$ cat src/rtl/semaforo_cruzamento_ctrl.sv
// Two-approach intersection controller with internal phase timers and latched car requests.
// Optional night flash mode is built in when SEMAFORO_PISCA_EN is defined.
module semaforo_cruzamento_ctrl #(
  parameter int T_GRN_MIN = 4,
  parameter int T_GRN_MAX = 8,
  parameter int T_YLW     = 2,
  parameter int T_ALLRED  = 1,
  parameter int CNT_W     = 4
) (
  input  logic       Clock,
  input  logic       Reset,
  input  logic       CAR_A,
  input  logic       CAR_B,
`ifdef SEMAFORO_PISCA_EN
  input  logic       noturno,
`endif
  output logic       red_a,
  output logic       ylw_a,
  output logic       grn_a,
  output logic       red_b,
  output logic       ylw_b,
  output logic       grn_b,
  output logic [2:0] fase
);

  typedef enum logic [2:0] {
    GRN_A   = 3'd0,
    YLW_A   = 3'd1,
    VERM_AB = 3'd2,
    GRN_B   = 3'd3,
    YLW_B   = 3'd4,
    VERM_BA = 3'd5
`ifdef SEMAFORO_PISCA_EN
    , PISCA = 3'd6
`endif
  } state_t;

  localparam logic [CNT_W-1:0] C_GMIN = CNT_W'(T_GRN_MIN - 1);
  localparam logic [CNT_W-1:0] C_GMAX = CNT_W'(T_GRN_MAX - 1);
  localparam logic [CNT_W-1:0] C_YLW  = CNT_W'(T_YLW - 1);
  localparam logic [CNT_W-1:0] C_ALLR = CNT_W'(T_ALLRED - 1);

  state_t           state_r, state_nxt, base_nxt;
  logic [CNT_W-1:0] cnt_r, cnt_nxt;
  logic             pend_a_r, pend_b_r, pend_a_nxt, pend_b_nxt;
  logic             blink_r, blink_nxt;
  logic             req_a, req_b, green_s;

  // Phase sequencing: green yields early only when the own side is idle, otherwise at the max timer.
  always_comb begin
    req_a    = pend_a_r | CAR_A;
    req_b    = pend_b_r | CAR_B;
    base_nxt = GRN_A;
    case (state_r)
      GRN_A:   if (((cnt_r >= C_GMIN) && req_b && !CAR_A) || ((cnt_r == C_GMAX) && req_b)) base_nxt = YLW_A;
               else base_nxt = GRN_A;
      YLW_A:   if (cnt_r == C_YLW) base_nxt = VERM_AB; else base_nxt = YLW_A;
      VERM_AB: if (cnt_r == C_ALLR) base_nxt = GRN_B; else base_nxt = VERM_AB;
      GRN_B:   if (((cnt_r >= C_GMIN) && req_a && !CAR_B) || ((cnt_r == C_GMAX) && req_a)) base_nxt = YLW_B;
               else base_nxt = GRN_B;
      YLW_B:   if (cnt_r == C_YLW) base_nxt = VERM_BA; else base_nxt = YLW_B;
      VERM_BA: if (cnt_r == C_ALLR) base_nxt = GRN_A; else base_nxt = VERM_BA;
`ifdef SEMAFORO_PISCA_EN
      PISCA:   base_nxt = VERM_BA;
`endif
      default: base_nxt = GRN_A;
    endcase
`ifdef SEMAFORO_PISCA_EN
    state_nxt = noturno ? PISCA : base_nxt;
`else
    state_nxt = base_nxt;
`endif
  end

  // Phase timer, request latches and blink phase for the next edge.
  always_comb begin
    green_s = (state_r == GRN_A) || (state_r == GRN_B);
    if (state_nxt != state_r) cnt_nxt = {CNT_W{1'b0}};
    else if (green_s && (cnt_r == C_GMAX)) cnt_nxt = cnt_r;
`ifdef SEMAFORO_PISCA_EN
    else if ((state_r == PISCA) && (cnt_r == C_YLW)) cnt_nxt = {CNT_W{1'b0}};
`endif
    else cnt_nxt = cnt_r + {{(CNT_W-1){1'b0}}, 1'b1};

    // Clearing on entry to own green has priority over a same-cycle sensor hit.
    if ((state_nxt == GRN_A) && (state_r != GRN_A)) pend_a_nxt = 1'b0;
`ifdef SEMAFORO_PISCA_EN
    else if (state_nxt == PISCA) pend_a_nxt = 1'b0;
`endif
    else if (CAR_A && (state_r != GRN_A)) pend_a_nxt = 1'b1;
    else pend_a_nxt = pend_a_r;

    if ((state_nxt == GRN_B) && (state_r != GRN_B)) pend_b_nxt = 1'b0;
`ifdef SEMAFORO_PISCA_EN
    else if (state_nxt == PISCA) pend_b_nxt = 1'b0;
`endif
    else if (CAR_B && (state_r != GRN_B)) pend_b_nxt = 1'b1;
    else pend_b_nxt = pend_b_r;

`ifdef SEMAFORO_PISCA_EN
    if ((state_nxt == PISCA) && (state_r != PISCA)) blink_nxt = 1'b1;
    else if ((state_r == PISCA) && (cnt_r == C_YLW)) blink_nxt = ~blink_r;
    else blink_nxt = blink_r;
`else
    blink_nxt = 1'b1;
`endif
  end

  // State, timer and request registers.
  always_ff @(posedge Clock or posedge Reset) begin
    if (Reset) begin
      state_r  <= GRN_A;
      cnt_r    <= {CNT_W{1'b0}};
      pend_a_r <= 1'b0;
      pend_b_r <= 1'b0;
      blink_r  <= 1'b1;
    end else begin
      state_r  <= state_nxt;
      cnt_r    <= cnt_nxt;
      pend_a_r <= pend_a_nxt;
      pend_b_r <= pend_b_nxt;
      blink_r  <= blink_nxt;
    end
  end

  // Moore lamp decode; unknown codes show all-red until the next edge recovers.
  always_comb begin
    red_a = 1'b0; ylw_a = 1'b0; grn_a = 1'b0;
    red_b = 1'b0; ylw_b = 1'b0; grn_b = 1'b0;
    fase  = state_r;
    case (state_r)
      GRN_A:   begin grn_a = 1'b1; red_b = 1'b1; end
      YLW_A:   begin ylw_a = 1'b1; red_b = 1'b1; end
      VERM_AB: begin red_a = 1'b1; red_b = 1'b1; end
      GRN_B:   begin red_a = 1'b1; grn_b = 1'b1; end
      YLW_B:   begin red_a = 1'b1; ylw_b = 1'b1; end
      VERM_BA: begin red_a = 1'b1; red_b = 1'b1; end
`ifdef SEMAFORO_PISCA_EN
      PISCA:   begin ylw_a = blink_r; ylw_b = blink_r; end
`endif
      default: begin red_a = 1'b1; red_b = 1'b1; end
    endcase
  end

endmodule
$ cat config.mk
export PLATFORM = sky130hd
export DESIGN_NAME = semaforo_cruzamento_ctrl
export DESIGN_NICKNAME = d
export VERILOG_FILES = /design/src/rtl/semaforo_cruzamento_ctrl.sv
export SDC_FILE = /design/constraint.sdc
export NUM_CORES = 1
export LEC_CHECK = 0
export CAP_MARGIN = 20
export CORE_MARGIN = 5
export CORE_UTILIZATION = 32
export CTS_CLUSTER_DIAMETER = 40
export DETAILED_ROUTE_END_ITERATION = 8
export SLEW_MARGIN = 30
export SYNTH_ARGS = -nofsm -noshare
export SYNTH_HDL_FRONTEND = slang
export SYNTH_SLANG_ARGS = --single-unit
export TNS_END_PERCENT = 10
$ cat constraint.sdc
create_clock -name Clock -period 4.9 [get_ports Clock]
set_clock_uncertainty 0.05 [all_clocks]
set_input_delay 0.98 -clock Clock [delete_from_list [all_inputs] [get_ports Clock]]
set_output_delay 0.98 -clock Clock [all_outputs]
set_load 0.05 [all_outputs]
### After elaboration in Yosys (flattened, before gate mapping)

Index checks and enable logic that the tools add are counted.

* word-level logic and storage cells: 62
* input port bits: 4
* bits in registers: 9
* RAM bits: 0
* ROM bits: 0
* memories: 0
* output and inout bits: 9
* bits in latches: 0

* mux-type cells: 19
* $add $sub $neg: 1
* shift-type cells: 0
* bitwise gates (word level): 2
* magnitude comparators: 1
* equal/unequal tests: 11
* div/mod/pow operators: 0
* reduce and logical (&&, ||, !) cells: 24
* multiply operators: 0

Operator list (count)
* 3-bit one-hot mux with 6 select lines: 1
* 1-bit two-way mux: 13
* 1-bit logical AND: 11
* 3-bit by 2-bit == test with 1-bit output (second input constant): 3
* 4-bit two-way mux: 2
* 3-bit == test (second input constant): 2
* 3-bit logical NOT: 2
* 3-bit two-way mux: 2
* 4-bit by 1-bit adder with 4-bit output (second input constant): 1
* 4-bit by 1-bit == test with 1-bit output (second input constant): 1
* 4-bit by 3-bit == test with 1-bit output (second input constant): 1
* 4-bit by 2-bit >= comparator with 1-bit output (second input constant): 1
* 4-bit logical NOT: 1
* 2-bit nonzero test: 2
* 2-bit OR reduction: 2
* 3-bit by 1-bit == test with 1-bit output (second input constant): 1
* 1-bit logical OR: 3
* 3-bit by 2-bit != test with 1-bit output (second input constant): 1
* 3-bit != test: 1
* 3-bit nonzero test: 1
* 1-bit logical NOT: 2
* 2-bit two-way mux: 1
* 2-bit != test (second input constant): 1
* 1-bit OR: 2

### Logic depth before layout (Yosys ltp)

Gate-level depths: netlist of run 1.

* word-level depth: 9
* mapped depth: 7
* mapped depth without buffers: 7

### Least setup slack after synthesis of run 1

Ideal clock, no wire load.

* kind: register to output
* start point: register state_r[2], in the netlist fase[2]
* end point: output port red_b
* arrival: 2149 ps
* stages on the path, launching flop included: 5
* data required time: 3870 ps
* setup slack: 1721 ps
* cell sequence: dfrtp_1 > clkbuf_1 > nand2b_1 > nor2_1 > nor2_1

* cells in the longest elaborated chain, start to end: 3
* elaborated cells on any way between the ends: 4

Ends and longest elaborated chain
* start: declaration: line 43 `state_t state_r, state_nxt, base_nxt;`
* start signal: assignment: line 118 `state_r <= state_nxt;`
* 3-bit by 2-bit == test with 1-bit output / 3-bit == test (equally long branches): line 131 `case (state_r)`
* 2-bit OR reduction (no line) *
* 1-bit two-way mux *: line 131
* end: declaration: line 20 `output logic red_b,`

Every way passes the cells marked *; elsewhere a longest branch is shown, timed or not.

### Worst setup path in the final report of run 1

* start point: register state_r[2], in the netlist fase[2]
* end point: output port grn_a

* cells in the longest elaborated chain, start to end: 2

Ends and longest elaborated chain
* 3-bit logical NOT: line 131
* 1-bit two-way mux: line 131
* end: declaration: line 19 `output logic grn_a,`

No other way between the ends.

==> flow_summary_export.csv, run 1 <==
group,metric,value,unit
min_path,min_path_cells,1,
outcome,outcome,"finished, final reports clean",
synth,ys_seq_area_share,36.9,%
die,std_cell_rows,15,
die,die_w,53.7,µm
pwr,p_per_area,744,nW/µm²
global_route,grt_overflow,0,
placement,routabilityCongestion,0.805,
synth,mappedNetlistNets,82,
detailed_routing,wl_met3,77,µm
layout,multiInputGateArea,354,µm²
synth,muxShareOfSynthArea,1.64,%
synth,synth_cell_type_count,30,
synth,synthXorXnorAreaFrac,2.87,%
synth,syn-instance-count,75,
synth,async_flop_share,100,%
layout,syn_to_final_growth,27.7,%
critical_path,r2r_cells,7,
critical_path,cp.buffers_inverters,1,
layout,nFillCells,193,
synth,synth_common_cells,"nor2_1 (13), dfrtp_1 (9), inv_1 (6)",
pwr,ir_drop,0.317,mV
cts,clk_pin_slew,0.06,ns
detailed_routing,drc,0,
cts,htree_num_levels,1,
synth,synth_largest_area_cell,"dfrtp_1",
placement,portBuffers,12,
cts,cts_setup_buffers,0,
detailed_routing,vias_per_cell,4.87,
global_route,antenna_found_initial,0,
critical_path,critPathRequiredTime,3.87,ns
critical_path,r2r_start,"cnt_r[0]$_DFFE_PP0P_",
layout,seqCellArea,225,µm²
job,cap_viol_max_count,0,
detailed_routing,wl_met2,547,µm
synth,synth_compound_area_share,20.9,%
detailed_routing,vias,555,
synth,synth_area_leaders,"dfrtp_1 (37%), nor2_1 (8.0%), ha_1 (6.1%)",
detailed_routing,first_pass_iters,4,
critical_path,max_stage_delay,0.82,ns
sta,min_period,3.08,ns
critical_path,cp-end-kind,"primary output",
cts,clockBufferDepth,2,
synth,yosys.cell_count.top_type,"nor2_1",
synth,synth_top_family_by_area,"simple AND/OR/NAND/NOR gates",
sta,fin_crit_sh,62.9,%
min_path,worstHoldStart,"pend_a_r$_DFFE_PP0P_",
sta,fmax,324,MHz
detailed_routing,top_layer_used,"met4",
synth,yosys_warnings,0,
critical_path,crit_type,"flop to primary output",
sta,whs,0.445,ns
sta,timing_hold_violations_final,0,
sta,slew_headroom,66.7,%
sta,rsz0062_at_grt,"no",
synth,synth_top_area_share,36.9,%
cts,cts_tree,"built",
sta,tns,0,ns
die,chipHeight,53.7,µm
critical_path,crit_slowest_cell,"clkdlybuf4s50_1",
global_route,grt_pass1_vias,483,
synth,synth_adder_area_share,6.15,%
sta,setup_viol,0,
die,die_area,2880,µm²
layout,nets,97,
synth,avgSynthCellArea,8.14,µm²
critical_path,path_delay_family,"buffers and inverters",
placement,dp_hpwl,1.02,mm
min_path,min_path_type,"flop to flop",
critical_path,critPathArrivalTime,2.05,ns
critical_path,cp.depth,3,
cts,clkSinkCount,9,
global_route,grt.total_usage,11.0,%
synth,synth_edf_count,0,
sta,worst-slew-pin-transition,0.498,ns
critical_path,start_kind,"flop",
sta,drv_slew,0,
global_route,grt_pass1_wl,2.19,mm
cts,cts_buffers,3,
synth,ys_ff_latch,9,
pwr,p_leak,0.327,nW
layout,drive_gt1_share,6.74,%
detailed_routing,routedWlPerCell,11.5,µm
detailed_routing,ant_nets,0,
layout,diodes,0,
synth,yosys.area_share.simple,26.4,%
synth,syn_area,611,µm²
cts,clockRootBuffer,"clkbuf_4",
synth,synth_ff_type,"dfrtp_1",
die,io_pins,13,
cts,insertion_delay,0.27,ns
cts,hold_buffers,0,
die,start_util,34.6,%
detailed_routing,routed_wl,1.31,mm
layout,final_util,44.2,%
detailed_routing,met1_length,644,µm
detailed_routing,drtIter0Drc,6,
die,coreArea,1760,µm²
global_route,grt_max_degree,13,
critical_path,path_max_fanout,12,
critical_path,startpoint,"fase[2]$_DFF_PP0_",
critical_path,crit_chain,"or2_2 -> nor2_1 -> clkdlybuf4s50_1",
cts,cts_resized,0,
==> sequential cells by signal (all words and copies together), names as in the netlist <==
signal and flops:
pend_a_r 1, fase 3, cnt_r 4, pend_b_r 1
==> worst register-to-register path, stage by stage, from the launching register on <==
cell and delay (ns):
dfrtp_1 0.43, inv_1 0.08, ha_1 0.13, or3b_1 0.42, nand2_1 0.09, a21boi_0 0.13, a211oi_2 0.37, nor2_1 0.10
==> cell type report <==
class                           instances  area share [%]
Timing Repair Buffer                   12            15.4
Clock buffer                            4            3.37
Sequential cell                         9            28.9
Tap cell                               25            4.01
Inverter                                6            2.89
Multi-Input combinational cell         58            45.4
==> where the power goes <==
| part | leakage [nW] | switching, mW | internal, mW |
|---|---|---|---|
| combinational | 0.203 | 0.242 | 0.142 |
| sequential | 0.110 | 0.0350 | 0.102 |
| clock | 0.0150 | 0.0283 | 0.0315 |
| total | 0.327 | 0.305 | 0.275 |
==> metal layers <==
metal,up-vias,GRT usage [%]
met5,-,0
met2,14,15.5
li1,288,-
met3,5,2.49
met4,0,8.94
met1,248,14.0
==> per-stage QoR <==
step	setup WS, ns	area, µm²	std cells	total power [mW]
6_report	1.82	779	114	0.580
5_1_grt	1.68	779	114	0.628
4_1_cts	1.81	779	114	0.584
3_5_place_dp	2.11	753	110	0.523
3_3_place_gp	2.12	753	110	0.524
2_1_floorplan	1.72	611	75	0.417
==> logic make-up (layout without fill, tap and decap cells) <==
group	Yosys count	in the layout
and+or+nand+nor	33	33
AOI/OAI and AO/OA	19	19
DFF	9	9
buffers and inverters	8	22
adders and majority gates	3	3
xor gates and xnor gates	2	2
muxes	1	1
==> cell usage in the layout, fill, tap and decap left out <==
cell / instances
a21o_1: 1
nor4_1: 1
ha_1: 3
nand3_1: 3
a22oi_1: 1
clkdlybuf4s50_1: 12
inv_1: 6
o21ai_0: 3
nand2_1: 5
xnor2_1: 2
mux2i_1: 1
dfrtp_1: 9
o21ai_1: 1
or4_1: 1
clkbuf_1: 1
o31ai_1: 1
or2_2: 1
nand2b_1: 3
nor2b_1: 4
a21oi_1: 5
a31o_2: 1
o21a_1: 1
a211oi_1: 1
nor2_1: 13
a21boi_0: 1
a211oi_2: 1
clkbuf_4: 3
or3_1: 1
a311o_1: 1
o22ai_1: 1
or3b_1: 1
==> final timing paths <==
check                                  endpoint  slack, ns
setup / recovery                          grn_a       1.82
hold / removal             pend_a_r$_DFFE_PP0P_       0.45
setup reg to reg           cnt_r[0]$_DFFE_PP0P_       2.98
hold reg to reg            pend_a_r$_DFFE_PP0P_       0.45
max in group asynchronous     fase[1]$_DFF_PP0_       3.63
min in group asynchronous  cnt_r[2]$_DFFE_PP0P_       0.92
(Power assumes the default switching activity.)
==> run 2: changes to the inputs <==
==> constraint.sdc (replaced) <==
create_clock -name Clock -period 3.11 [get_ports Clock]
set_clock_uncertainty 0.05 [all_clocks]
set_input_delay 0.622 -clock Clock [delete_from_list [all_inputs] [get_ports Clock]]
set_output_delay 0.622 -clock Clock [all_outputs]
set_load 0.05 [all_outputs]
==> results of run 2 <==
Same layout as run 1 (identical final DEF). Status: finished, final reports clean.
Among the figures that moved: setup slack after placement 2.11 ns -> 0.681 ns; setup slack after layout 1.82 ns -> 0.384 ns; register-to-register setup slack 2.98 ns -> 1.19 ns; total power 0.580 mW -> 0.914 mW; worst IR drop on VDD 0.317 mV -> 0.500 mV
==> run 3: changes to the inputs <==
--- a/config.mk
+++ b/config.mk
@@ -5,6 +5,7 @@
 export SDC_FILE = /design/constraint.sdc
 export NUM_CORES = 1
 export LEC_CHECK = 0
+export ABC_CLOCK_PERIOD_IN_PS = 3110
 export CAP_MARGIN = 20
 export CORE_MARGIN = 5
 export CORE_UTILIZATION = 32
==> results of run 3 <==
Same layout as run 1 (identical final DEF). Status: finished, final reports clean.
Among the figures that moved: setup slack after placement 2.11 ns -> 0.681 ns; setup slack after layout 1.82 ns -> 0.384 ns; register-to-register setup slack 2.98 ns -> 1.19 ns; total power 0.580 mW -> 0.914 mW; worst IR drop on VDD 0.317 mV -> 0.500 mV
